[config.mk]
export PLATFORM = sky130hd
export DESIGN_NAME = pipeline_hazard_ctrl_flat
export DESIGN_NICKNAME = d
export VERILOG_FILES = /design/src/rtl/pipeline_hazard_ctrl_pkg.sv /design/src/rtl/pipeline_hazard_ctrl_if.sv /design/src/rtl/hazard_perf_counter.sv /design/src/rtl/pipeline_hazard_ctrl.sv /design/src/flat_wrapper.sv
export SDC_FILE = /design/constraint.sdc
export NUM_CORES = 1
export LEC_CHECK = 0
export CAP_MARGIN = 20
export CORE_UTILIZATION = 30
export DETAILED_ROUTE_END_ITERATION = 10
export HOLD_SLACK_MARGIN = 0.08
export SLEW_MARGIN = 20
export SYNTH_ARGS = -nofsm -noshare
export SYNTH_HDL_FRONTEND = slang
export SYNTH_SLANG_ARGS = --single-unit
[constraint.sdc]
create_clock -name clk -period 3.6 [get_ports clk]
set_clock_uncertainty 0.15 [all_clocks]
set_input_delay 0.9 -clock clk [delete_from_list [all_inputs] [get_ports clk]]
set_output_delay 0.9 -clock clk [all_outputs]
set_load 0.05 [all_outputs]
[src/rtl/pipeline_hazard_ctrl_pkg.sv]
// Shared types for the MIPS pipeline hazard sequencer:
// FSM state encodings, PC-source selects and the load-use detector.
package mips_pipe_pkg;

   typedef enum logic [1:0] {
      RUN       = 2'd0,
      MEM_WAIT  = 2'd1,
      EXC_FLUSH = 2'd2
   } haz_state_e;

   localparam logic [1:0] PC_SEL_SEQ = 2'b00;
   localparam logic [1:0] PC_SEL_BR  = 2'b01;
   localparam logic [1:0] PC_SEL_EXC = 2'b10;

   function automatic logic load_use(
      input logic       memread,
      input logic [4:0] wreg,
      input logic       uses_rs,
      input logic [4:0] rs,
      input logic       uses_rt,
      input logic [4:0] rt
   );
      // $zero is never a real dependency
      return memread && (wreg != 5'd0) &&
             ((uses_rs && rs == wreg) || (uses_rt && rt == wreg));
   endfunction

endpackage

[src/rtl/pipeline_hazard_ctrl_if.sv]
// Hazard inputs from the pipeline and stall/flush controls back to it.
// master = pipeline side, slave = hazard controller.
interface pipeline_hazard_ctrl_if;
   logic [4:0] id_rs;
   logic [4:0] id_rt;
   logic       id_uses_rs;
   logic       id_uses_rt;
   logic       ex_memread;
   logic [4:0] ex_wreg;
   logic       ex_branch_tk;
   logic       id_jump;
   logic       mem_req;
   logic       mem_ready;
   logic       exc_ex;
   logic       irq;

   logic       pc_write;
   logic       ifid_write;
   logic       pipe_hold;
   logic       ifid_clear;
   logic       idex_clear;
   logic       exmem_clear;
   logic       memwb_clear;
   logic [1:0] pc_sel;
   logic       epc_write;
   logic       bus_err;

   modport master (
      output id_rs, id_rt, id_uses_rs, id_uses_rt, ex_memread, ex_wreg,
             ex_branch_tk, id_jump, mem_req, mem_ready, exc_ex, irq,
      input  pc_write, ifid_write, pipe_hold, ifid_clear, idex_clear,
             exmem_clear, memwb_clear, pc_sel, epc_write, bus_err
   );

   modport slave (
      input  id_rs, id_rt, id_uses_rs, id_uses_rt, ex_memread, ex_wreg,
             ex_branch_tk, id_jump, mem_req, mem_ready, exc_ex, irq,
      output pc_write, ifid_write, pipe_hold, ifid_clear, idex_clear,
             exmem_clear, memwb_clear, pc_sel, epc_write, bus_err
   );
endinterface

[src/rtl/hazard_perf_counter.sv]
// Saturating 32-bit event counter with synchronous active-high clear.
module hazard_perf_counter (
   input  logic        clk,
   input  logic        reset,
   input  logic        inc,
   output logic [31:0] cnt
);
   logic [31:0] cnt_q;
   logic [31:0] cnt_d;

   always_comb begin
      cnt_d = cnt_q;
      if (inc && cnt_q != 32'hFFFF_FFFF)
         cnt_d = cnt_q + 32'd1;
   end

   always_ff @(posedge clk) begin
      if (reset) cnt_q <= '0;
      else       cnt_q <= cnt_d;
   end

   assign cnt = cnt_q;
endmodule

[src/rtl/pipeline_hazard_ctrl.sv]
// Stall/flush sequencer for the 5-stage MIPS pipeline.
// Define HAZ_PERF_CNT_EN to add stall_cnt/flush_cnt performance counters.
module pipeline_hazard_ctrl
   import mips_pipe_pkg::*;
#(
   parameter int MEM_TIMEOUT = 16,
   parameter int CNT_W       = 8
) (
   input  logic                  clk,
   input  logic                  reset,
   pipeline_hazard_ctrl_if.slave hz
`ifdef HAZ_PERF_CNT_EN
   ,
   output logic [31:0]           stall_cnt,
   output logic [31:0]           flush_cnt
`endif
);
   localparam logic [CNT_W-1:0] TMO = CNT_W'(MEM_TIMEOUT);

   haz_state_e       state_q, state_d;
   logic [CNT_W-1:0] cnt_q, cnt_d;
   logic             exc, lu;

   assign exc = hz.exc_ex | hz.irq;
   assign lu  = load_use(hz.ex_memread, hz.ex_wreg, hz.id_uses_rs,
                         hz.id_rs, hz.id_uses_rt, hz.id_rt);

   always_comb begin
      state_d        = state_q;
      cnt_d          = cnt_q;
      hz.pc_write    = 1'b1;
      hz.ifid_write  = 1'b1;
      hz.pipe_hold   = 1'b0;
      hz.ifid_clear  = 1'b0;
      hz.idex_clear  = 1'b0;
      hz.exmem_clear = 1'b0;
      hz.memwb_clear = 1'b0;
      hz.pc_sel      = PC_SEL_SEQ;
      hz.epc_write   = 1'b0;
      hz.bus_err     = 1'b0;
      unique case (state_q)
         RUN: begin
            if (exc) begin
               hz.epc_write   = 1'b1;
               hz.pc_sel      = PC_SEL_EXC;
               hz.ifid_clear  = 1'b1;
               hz.idex_clear  = 1'b1;
               hz.exmem_clear = 1'b1;
               state_d        = EXC_FLUSH;
            end else if (hz.mem_req && !hz.mem_ready) begin
               hz.pc_write    = 1'b0;
               hz.ifid_write  = 1'b0;
               hz.pipe_hold   = 1'b1;
               hz.memwb_clear = 1'b1;
               cnt_d          = CNT_W'(1);
               state_d        = MEM_WAIT;
            end else if (hz.ex_branch_tk) begin
               hz.pc_sel     = PC_SEL_BR;
               hz.ifid_clear = 1'b1;
               hz.idex_clear = 1'b1;
            end else if (hz.id_jump) begin
               hz.pc_sel     = PC_SEL_BR;
               hz.ifid_clear = 1'b1;
            end else if (lu) begin
               hz.pc_write   = 1'b0;
               hz.ifid_write = 1'b0;
               hz.idex_clear = 1'b1;
            end
         end
         MEM_WAIT: begin
            hz.pc_write    = 1'b0;
            hz.ifid_write  = 1'b0;
            hz.pipe_hold   = 1'b1;
            hz.memwb_clear = 1'b1;
            if (hz.mem_ready) begin
               cnt_d   = '0;
               state_d = RUN;
            end else if (cnt_q == TMO) begin
               // the pipe must move to fetch the vector
               hz.pc_write    = 1'b1;
               hz.ifid_write  = 1'b1;
               hz.pipe_hold   = 1'b0;
               hz.bus_err     = 1'b1;
               hz.epc_write   = 1'b1;
               hz.pc_sel      = PC_SEL_EXC;
               hz.ifid_clear  = 1'b1;
               hz.idex_clear  = 1'b1;
               hz.exmem_clear = 1'b1;
               cnt_d          = '0;
               state_d        = EXC_FLUSH;
            end else begin
               cnt_d = cnt_q + 1'b1;
            end
         end
         EXC_FLUSH: begin
            hz.ifid_clear = 1'b1;
            state_d       = RUN;
         end
         default: state_d = RUN;
      endcase
      if (reset) begin
         hz.pc_write    = 1'b0;
         hz.ifid_write  = 1'b0;
         hz.pipe_hold   = 1'b0;
         hz.ifid_clear  = 1'b1;
         hz.idex_clear  = 1'b1;
         hz.exmem_clear = 1'b1;
         hz.memwb_clear = 1'b1;
         hz.pc_sel      = PC_SEL_SEQ;
         hz.epc_write   = 1'b0;
         hz.bus_err     = 1'b0;
      end
   end

   always_ff @(posedge clk) begin
      if (reset) begin
         state_q <= RUN;
         cnt_q   <= '0;
      end else begin
         state_q <= state_d;
         cnt_q   <= cnt_d;
      end
   end

`ifdef HAZ_PERF_CNT_EN
   hazard_perf_counter u_stall (
      .clk   (clk),
      .reset (reset),
      .inc   (!reset && !hz.pc_write),
      .cnt   (stall_cnt)
   );

   hazard_perf_counter u_flush (
      .clk   (clk),
      .reset (reset),
      .inc   (!reset && hz.ifid_clear),
      .cnt   (flush_cnt)
   );
`endif
endmodule

[src/flat_wrapper.sv]
// flat-port wrapper written by rule: the top's interface ports become plain ports
module pipeline_hazard_ctrl_flat import mips_pipe_pkg::*;
#(
   parameter int MEM_TIMEOUT = 16,
   parameter int CNT_W       = 8
)
  (clk, reset, hz_id_rs, hz_id_rt, hz_id_uses_rs, hz_id_uses_rt, hz_ex_memread, hz_ex_wreg, hz_ex_branch_tk, hz_id_jump, hz_mem_req, hz_mem_ready, hz_exc_ex, hz_irq, hz_pc_write, hz_ifid_write, hz_pipe_hold, hz_ifid_clear, hz_idex_clear, hz_exmem_clear, hz_memwb_clear, hz_pc_sel, hz_epc_write, hz_bus_err);
  pipeline_hazard_ctrl_if hz_i ();
  input  logic clk;
  input  logic reset;
  input wire logic [$bits(hz_i.id_rs)-1:0] hz_id_rs;
  input wire logic [$bits(hz_i.id_rt)-1:0] hz_id_rt;
  input wire logic [$bits(hz_i.id_uses_rs)-1:0] hz_id_uses_rs;
  input wire logic [$bits(hz_i.id_uses_rt)-1:0] hz_id_uses_rt;
  input wire logic [$bits(hz_i.ex_memread)-1:0] hz_ex_memread;
  input wire logic [$bits(hz_i.ex_wreg)-1:0] hz_ex_wreg;
  input wire logic [$bits(hz_i.ex_branch_tk)-1:0] hz_ex_branch_tk;
  input wire logic [$bits(hz_i.id_jump)-1:0] hz_id_jump;
  input wire logic [$bits(hz_i.mem_req)-1:0] hz_mem_req;
  input wire logic [$bits(hz_i.mem_ready)-1:0] hz_mem_ready;
  input wire logic [$bits(hz_i.exc_ex)-1:0] hz_exc_ex;
  input wire logic [$bits(hz_i.irq)-1:0] hz_irq;
  output wire logic [$bits(hz_i.pc_write)-1:0] hz_pc_write;
  output wire logic [$bits(hz_i.ifid_write)-1:0] hz_ifid_write;
  output wire logic [$bits(hz_i.pipe_hold)-1:0] hz_pipe_hold;
  output wire logic [$bits(hz_i.ifid_clear)-1:0] hz_ifid_clear;
  output wire logic [$bits(hz_i.idex_clear)-1:0] hz_idex_clear;
  output wire logic [$bits(hz_i.exmem_clear)-1:0] hz_exmem_clear;
  output wire logic [$bits(hz_i.memwb_clear)-1:0] hz_memwb_clear;
  output wire logic [$bits(hz_i.pc_sel)-1:0] hz_pc_sel;
  output wire logic [$bits(hz_i.epc_write)-1:0] hz_epc_write;
  output wire logic [$bits(hz_i.bus_err)-1:0] hz_bus_err;
  assign hz_i.id_rs = hz_id_rs;
  assign hz_i.id_rt = hz_id_rt;
  assign hz_i.id_uses_rs = hz_id_uses_rs;
  assign hz_i.id_uses_rt = hz_id_uses_rt;
  assign hz_i.ex_memread = hz_ex_memread;
  assign hz_i.ex_wreg = hz_ex_wreg;
  assign hz_i.ex_branch_tk = hz_ex_branch_tk;
  assign hz_i.id_jump = hz_id_jump;
  assign hz_i.mem_req = hz_mem_req;
  assign hz_i.mem_ready = hz_mem_ready;
  assign hz_i.exc_ex = hz_exc_ex;
  assign hz_i.irq = hz_irq;
  assign hz_pc_write = hz_i.pc_write;
  assign hz_ifid_write = hz_i.ifid_write;
  assign hz_pipe_hold = hz_i.pipe_hold;
  assign hz_ifid_clear = hz_i.ifid_clear;
  assign hz_idex_clear = hz_i.idex_clear;
  assign hz_exmem_clear = hz_i.exmem_clear;
  assign hz_memwb_clear = hz_i.memwb_clear;
  assign hz_pc_sel = hz_i.pc_sel;
  assign hz_epc_write = hz_i.epc_write;
  assign hz_bus_err = hz_i.bus_err;
  pipeline_hazard_ctrl #(.MEM_TIMEOUT(MEM_TIMEOUT), .CNT_W(CNT_W)) u_core (.clk(clk), .reset(reset), .hz(hz_i));
endmodule
# Word-level counts from Yosys, hierarchy flattened

Index checks and enable logic that the tools add are counted.

Flip-flop bits (word level): 10
Input bits: 26

$add $sub $neg: 1
Muxes and demuxes: 54
Eq/ne operators: 9
Reductions and logical operators: 12
Bitwise gates (word level): 1

Operators with widths:

| cell                | number |
|---|---|
| $mux 8              | 4 |
| $mux 1              | 31 |
| $mux 2              | 10 |
| $pmux 8 s2          | 1 |
| $eq 5x5->1          | 2 |
| $pmux 1 s2          | 5 |
| $add 8x1->8 const B | 1 |
| $eq 8x5->1 const B  | 1 |
| $pmux 2 s2          | 2 |
| $logic_and 1x1->1   | 5 |
| $reduce_bool 5->1   | 1 |
| $ne 3x1->1 const B  | 1 |
| $ne 3x2->1 const B  | 1 |
| $pmux 1 s3          | 1 |
| $reduce_and 3->1    | 1 |
| $eq 2x1->1 const B  | 1 |
| $eq 2x2->1 const B  | 1 |
| $logic_not 2->1     | 1 |
| $ne 2x1->1 const B  | 1 |
| $ne 2x2->1 const B  | 1 |
| $reduce_and 2->1    | 1 |
| $reduce_bool 2->1   | 1 |
| $logic_not 1->1     | 1 |
| $logic_or 1x1->1    | 1 |
| $or 1x1->1          | 1 |

# Longest topological paths before layout

Word-level depth: 11
Mapped depth: 7

# Least setup slack after synthesis

OpenSTA, ideal clock, no wires.

Path type: input to output
From: input port hz_mem_ready
To: output port hz_pipe_hold
Stages: 4
Path buffers: 0
Required time: 2,550 ps
Path slack: -135 ps
Arrival time: 2,685 ps
Cell sequence: or4b_1 > nor2_1 > nor2_1 > nor3_1

Cells in the longest elaborated chain, start to end: 6
Elaborated cells between the ends (all ways): 7
Classes of those cells: mux (5); reduce/logical (2)

Ends and longest elaborated chain:

| item              | line                        | RTL |
|---|---|---|
| start, declared   | flat_wrapper.sv:20          | `input wire logic [$bits(hz_i.mem_ready)-1:0] hz_mem_ready;` |
| $logic_not 1->1   | pipeline_hazard_ctrl.sv:50  | `end else if (hz.mem_req && !hz.mem_ready) begin` |
| $logic_and 1x1->1 | pipeline_hazard_ctrl.sv:50  |  |
| $mux 1            | pipeline_hazard_ctrl.sv:50  |  |
| $mux 1            | pipeline_hazard_ctrl.sv:43  | `if (exc) begin` |
| $pmux 1 s2 *      | pipeline_hazard_ctrl.sv:41  | `unique case (state_q)` |
| $mux 1 *          | pipeline_hazard_ctrl.sv:101 | `if (reset) begin` |
| end, declared     | flat_wrapper.sv:25          | `output wire logic [$bits(hz_i.pipe_hold)-1:0] hz_pipe_hold;` |

Every way passes the cells marked *; elsewhere a longest branch is shown, timed or not.

# Worst setup path in the final report

From: input port hz_ex_wreg[1]
To: output port hz_pc_write

Cells in the longest elaborated chain, start to end: 11
Elaborated cells between the ends (all ways): 15
Classes of those cells: eq/ne (2); mux (7); reduce/logical (6)

Ends and longest elaborated chain:

| item                | line                           | RTL |
|---|---|---|
| start, declared     | flat_wrapper.sv:16             | `input wire logic [$bits(hz_i.ex_wreg)-1:0] hz_ex_wreg;` |
| $eq 5x5->1          | pipeline_hazard_ctrl_pkg.sv:25 | `((uses_rs && rs == wreg) \|\| (uses_rt && rt == wreg));` |
| $logic_and 1x1->1   | pipeline_hazard_ctrl_pkg.sv:25 |  |
| $logic_or 1x1->1    | pipeline_hazard_ctrl_pkg.sv:25 |  |
| $logic_and 1x1->1 * | pipeline_hazard_ctrl_pkg.sv:24 | `return memread && (wreg != 5'd0) &&` |
| $mux 1 *            | pipeline_hazard_ctrl.sv:64     | `end else if (lu) begin` |
| $mux 1 *            | pipeline_hazard_ctrl.sv:61     | `end else if (hz.id_jump) begin` |
| $mux 1 *            | pipeline_hazard_ctrl.sv:57     | `end else if (hz.ex_branch_tk) begin` |
| $mux 1 *            | pipeline_hazard_ctrl.sv:50     |  |
| $mux 1 *            | pipeline_hazard_ctrl.sv:43     |  |
| $pmux 1 s2 *        | pipeline_hazard_ctrl.sv:41     |  |
| $mux 1 *            | pipeline_hazard_ctrl.sv:101    |  |
| end, declared       | flat_wrapper.sv:23             | `output wire logic [$bits(hz_i.pc_write)-1:0] hz_pc_write;` |

Marks and branches as above.

==> run summary <==
After detailed routing, the number of remaining DRC violations is 0. The clock edge transition at the registers on the reported setup and hold paths is 60 ps. Before CTS, the worst setup slack after placement is -187 ps. During I/O placement, the number of pins put on the boundary was 37.

The area growth from synthesis to layout is 73.3%. The global-route wire length before repair came out at roughly 4300 um. The clock latency on the worst-skew pair came out at about 270 ps. Once layout is complete, the utilization of the core stands at 0.546. The repair_antennas step left the layout with diodes totalling 0.

The final period utilization came out at 0.975. The number of maximum-capacitance constraint violations came out at 0. The met3 usage in global routing came out at 0.0539.

The starting utilization of the core area came out at 0.315. The count of nets left with antenna violations after detail routing came out at 0. The fraction of power spent switching nets came out at 0.308. The number of nets in the synthesized netlist is 134.

The worst setup slack for register-to-register paths is 1590 ps. met2 is the most crowded layer. Wires add up to about 2500 um.

The final estimated routing congestion in global placement is 0.828. The tree is rooted in a sky130_fd_sc_hd__clkbuf_4. The final-report hold violation count came out at 0. Counting every sink on the clock net gives 10. The internal power consumption came out at 246 uW. Of the total power, registers draw 0.327.

The actual transition at the worst max-transition pin came out at 618 ps. The post-synthesis cell area is approximately 860 um2. The die outline area is 0.00309 mm2. For met2 alone, demand over resource in global routing was 0.289. During synthesis, Yosys emitted a total of 0 warnings.

The CTS tree is built. The maximum operating frequency is 285 MHz. The signal on the critical path passes through clkdlybuf4s50_1 -> or4_4 -> o21ai_2 -> or4b_1 -> o21a_1 -> buf_6. The net count of the finished layout is 183. Of the cells placed in the final design, the portion with a size suffix greater than 1 is 0.260. The number of endpoints failing setup at the final stage came out at 0. For this design the total switching power over the nets is 109 uW. The region available for standard cell placement spans 0.00273 mm2.

The floorplan step set the die height to 55.6 um. Setup repair after global routing left no endpoint under its margin. The relative slew slack came out at 0.582. The met1 track demand over resource came out at 0.213.

The cell count of the worst hold path came out at 2. The flow ran to the end, and the final reports show no timing, DRC or antenna violations. The number of buffers added on ports came out at 36. In this run, the number of DRC markers left after iteration 0 of detailed routing was 47. The number of pins exceeding their max-slew limit in the final report came out at 0. The number of buffers between clock root and the deepest sink came out at 2. For this run, the total global-route usage over all layers was measured as 0.176. The slowest stage of the critical path is the sky130_fd_sc_hd__or4_4 cell. The class of the most critical hold timing path is reg2reg. In this run the power density over the cells is 238 mW/mm2. The post-synthesis instance total came out at 106. The peak per-stage delay on the critical path came out at 540 ps. The worst reg-to-reg path cell count came out at 6.

The largest fanout on the critical path came out at 2. The via count of the first global-routing pass is around 960. Hold timing on the final database bottoms out at a slack of 402 ps. The worst-case setup margin in the final layout is around 90 ps.

The shortest clock period the worst path allows after layout is 3510 ps. The routed length per placed instance is 13.3 um. The initial antenna violation count came out at 0.

The die is around 56 um wide. The per-cell via count in the routed design came out at 5.28. The aggregate global routing overflow is 0.

The worst setup path is of the in2out kind. The number of H-tree branching levels is 1. The synthesized flop and latch total came out at 10.

The sort of element at the start of the critical path is an input pin. The endpoint type of the worst setup path is a primary output. For this run, the register share of the synthesized area comes to 0.233. The number of search-and-repair iterations in the first detailed-routing pass came out at 4. The maximum number of pins on one net before global-route repair is 16. Data on the critical path arrives at its endpoint at ~2500 ps.

The wire-length estimate of the detail-placed layout is 1980 um. The number of buffers created by CTS is 3. The part of the power in combinational logic came out at 0.385. The peak supply drop came out at 0.240 mV. The endpoint required time on the critical path is roughly 2600 ps.

For this design the static power due to leakage is 0.591 nW. The hold buffer count at cts came out at 0. The share of total power dissipated in the clock network is 0.287.

Once the clock tree was built, the setup fixing pass inserted 0 buffers. Yosys mapped the design onto 38 distinct sky130hd cell types. The total via count after detailed routing came out at 977. After synthesis, the mean cell area works out to 8.12 um2.

Row generation in the floorplan step produced 19 rows.
[worst paths after layout]
kind / from / to
setup / recovery: hz_ex_wreg[1] / hz_pc_write
hold / removal: u_core.cnt_q[1]$_SDFFE_PP0P_ / u_core.cnt_q[1]$_SDFFE_PP0P_
setup reg to reg: u_core.cnt_q[0]$_SDFFE_PP0P_ / u_core.cnt_q[2]$_SDFFE_PP0P_
hold reg to reg: u_core.cnt_q[1]$_SDFFE_PP0P_ / u_core.cnt_q[1]$_SDFFE_PP0P_
[per-stage QoR]
step                total power, mW  TNS [ps]  area [um2]  std cells
global route                  0.374         0        1490        185
global placement              0.253      -326        1430        181
floorplan                     0.177         0         872        106
finish                        0.355         0        1490        185
CTS                           0.356         0        1480        185
detailed placement            0.254      -438        1430        181
[worst max-delay path: cells and delay by family]
family / cells / cell delay (ps)
AOI/OAI and AO/OA: 2 / 290
buffers and inverters: 2 / 590
and+or+nand+nor: 2 / 670
[power by group through the flow]
stage	sequential, mW	combinational (mW)	clock (mW)
floorplan	0.115	0.0619	0
global placement	0.119	0.134	0
detailed placement	0.119	0.135	0
CTS	0.116	0.136	0.104
global route	0.117	0.146	0.111
finish	0.116	0.137	0.102
[state kept, by name, indices dropped and copies added, names as in the netlist]
| signal | flops |
|---|---|
| u_core.state_q | 2 |
| u_core.cnt_q | 8 |
[cell usage in the layout, fill, tap and decap left out, drive strengths merged, types with 3 or more instances in the layout]
cell type,n
clkdlybuf4s50,19
nor4,4
o2111ai,3
nor3,4
nand3,3
nor2,11
dfxtp,10
a211oi,3
a21oi,7
xnor2,3
buf,24
xor2,13
inv,4
nand2b,3
clkbuf,4
o21ai,7
dlygate4sd2,4
[area by class of cell]
cell class                      count  area (um2)
Clock buffer                        4        36.3
Fill cell                         263        1240
Inverter                            4        15.0
Multi-Input combinational cell     87         651
Sequential cell                    10         200
Tap cell                           31        38.8
Timing Repair Buffer               49         551
[Yosys cell counts]
cell type / count / area (um2)
sky130_fd_sc_hd__a211oi_2: 1 / 12.5
sky130_fd_sc_hd__nor2b_1: 1 / 6.26
sky130_fd_sc_hd__o21ba_1: 1 / 10.0
sky130_fd_sc_hd__xnor2_1: 3 / 26.3
sky130_fd_sc_hd__o21ai_1: 1 / 5.00
sky130_fd_sc_hd__a211oi_1: 2 / 15.0
sky130_fd_sc_hd__a311oi_1: 1 / 8.76
sky130_fd_sc_hd__nor4_1: 3 / 18.8
sky130_fd_sc_hd__o21bai_2: 1 / 11.3
sky130_fd_sc_hd__nand2b_1: 3 / 18.8
sky130_fd_sc_hd__o21a_1: 1 / 7.51
sky130_fd_sc_hd__nand2_1: 2 / 7.51
sky130_fd_sc_hd__and4b_1: 2 / 20.0
sky130_fd_sc_hd__nand3b_1: 2 / 15.0
sky130_fd_sc_hd__and3_1: 1 / 6.26
sky130_fd_sc_hd__or4_1: 1 / 7.51
sky130_fd_sc_hd__nor3_1: 4 / 20.0
sky130_fd_sc_hd__nor4bb_2: 1 / 16.3
sky130_fd_sc_hd__a31o_2: 1 / 8.76
sky130_fd_sc_hd__o2111ai_1: 3 / 26.3
sky130_fd_sc_hd__nor4b_2: 1 / 15.0
sky130_fd_sc_hd__nand3_1: 3 / 15.0
sky130_fd_sc_hd__nor4_2: 1 / 12.5
sky130_fd_sc_hd__xor2_1: 13 / 114
sky130_fd_sc_hd__or4b_1: 2 / 20.0
sky130_fd_sc_hd__inv_1: 4 / 15.0
sky130_fd_sc_hd__clkbuf_1: 3 / 11.3
sky130_fd_sc_hd__nor2_1: 11 / 41.3
sky130_fd_sc_hd__a32oi_1: 2 / 17.5
sky130_fd_sc_hd__o21ai_0: 6 / 30.0
sky130_fd_sc_hd__o211ai_1: 1 / 7.51
sky130_fd_sc_hd__ha_1: 2 / 25.0
sky130_fd_sc_hd__a21oi_1: 7 / 35.0
sky130_fd_sc_hd__buf_4: 2 / 15.0
sky130_fd_sc_hd__and2_1: 1 / 6.26
sky130_fd_sc_hd__dfxtp_1: 10 / 200
sky130_fd_sc_hd__and2_0: 1 / 6.26
sky130_fd_sc_hd__or3_1: 1 / 6.26
[cell families after synthesis]
| family | share of synthesized area |
|---|---|
| buf+inv | 0.0480 |
| flops | 0.233 |
| xor+xnor | 0.163 |
| simple gates | 0.301 |
| compound gates | 0.227 |
| fa+ha+maj | 0.0291 |
[metal layers]
layer | wire [um] | part of all wire | up-vias
met4 | 63 | 0.026 | 0
met5 | 0 | 0 | -
met3 | 150 | 0.061 | 10
met2 | 1170 | 0.47 | 38
met1 | 1080 | 0.44 | 438
li1 | - | - | 491
[timing repair]
item | 4_1_cts | 5_1_grt
setup endpoints to repair | 3 | 3
resized for setup | 9 | 4
pin swaps | 3 | 1
Note: power is estimated with default switching activity, not from simulation.
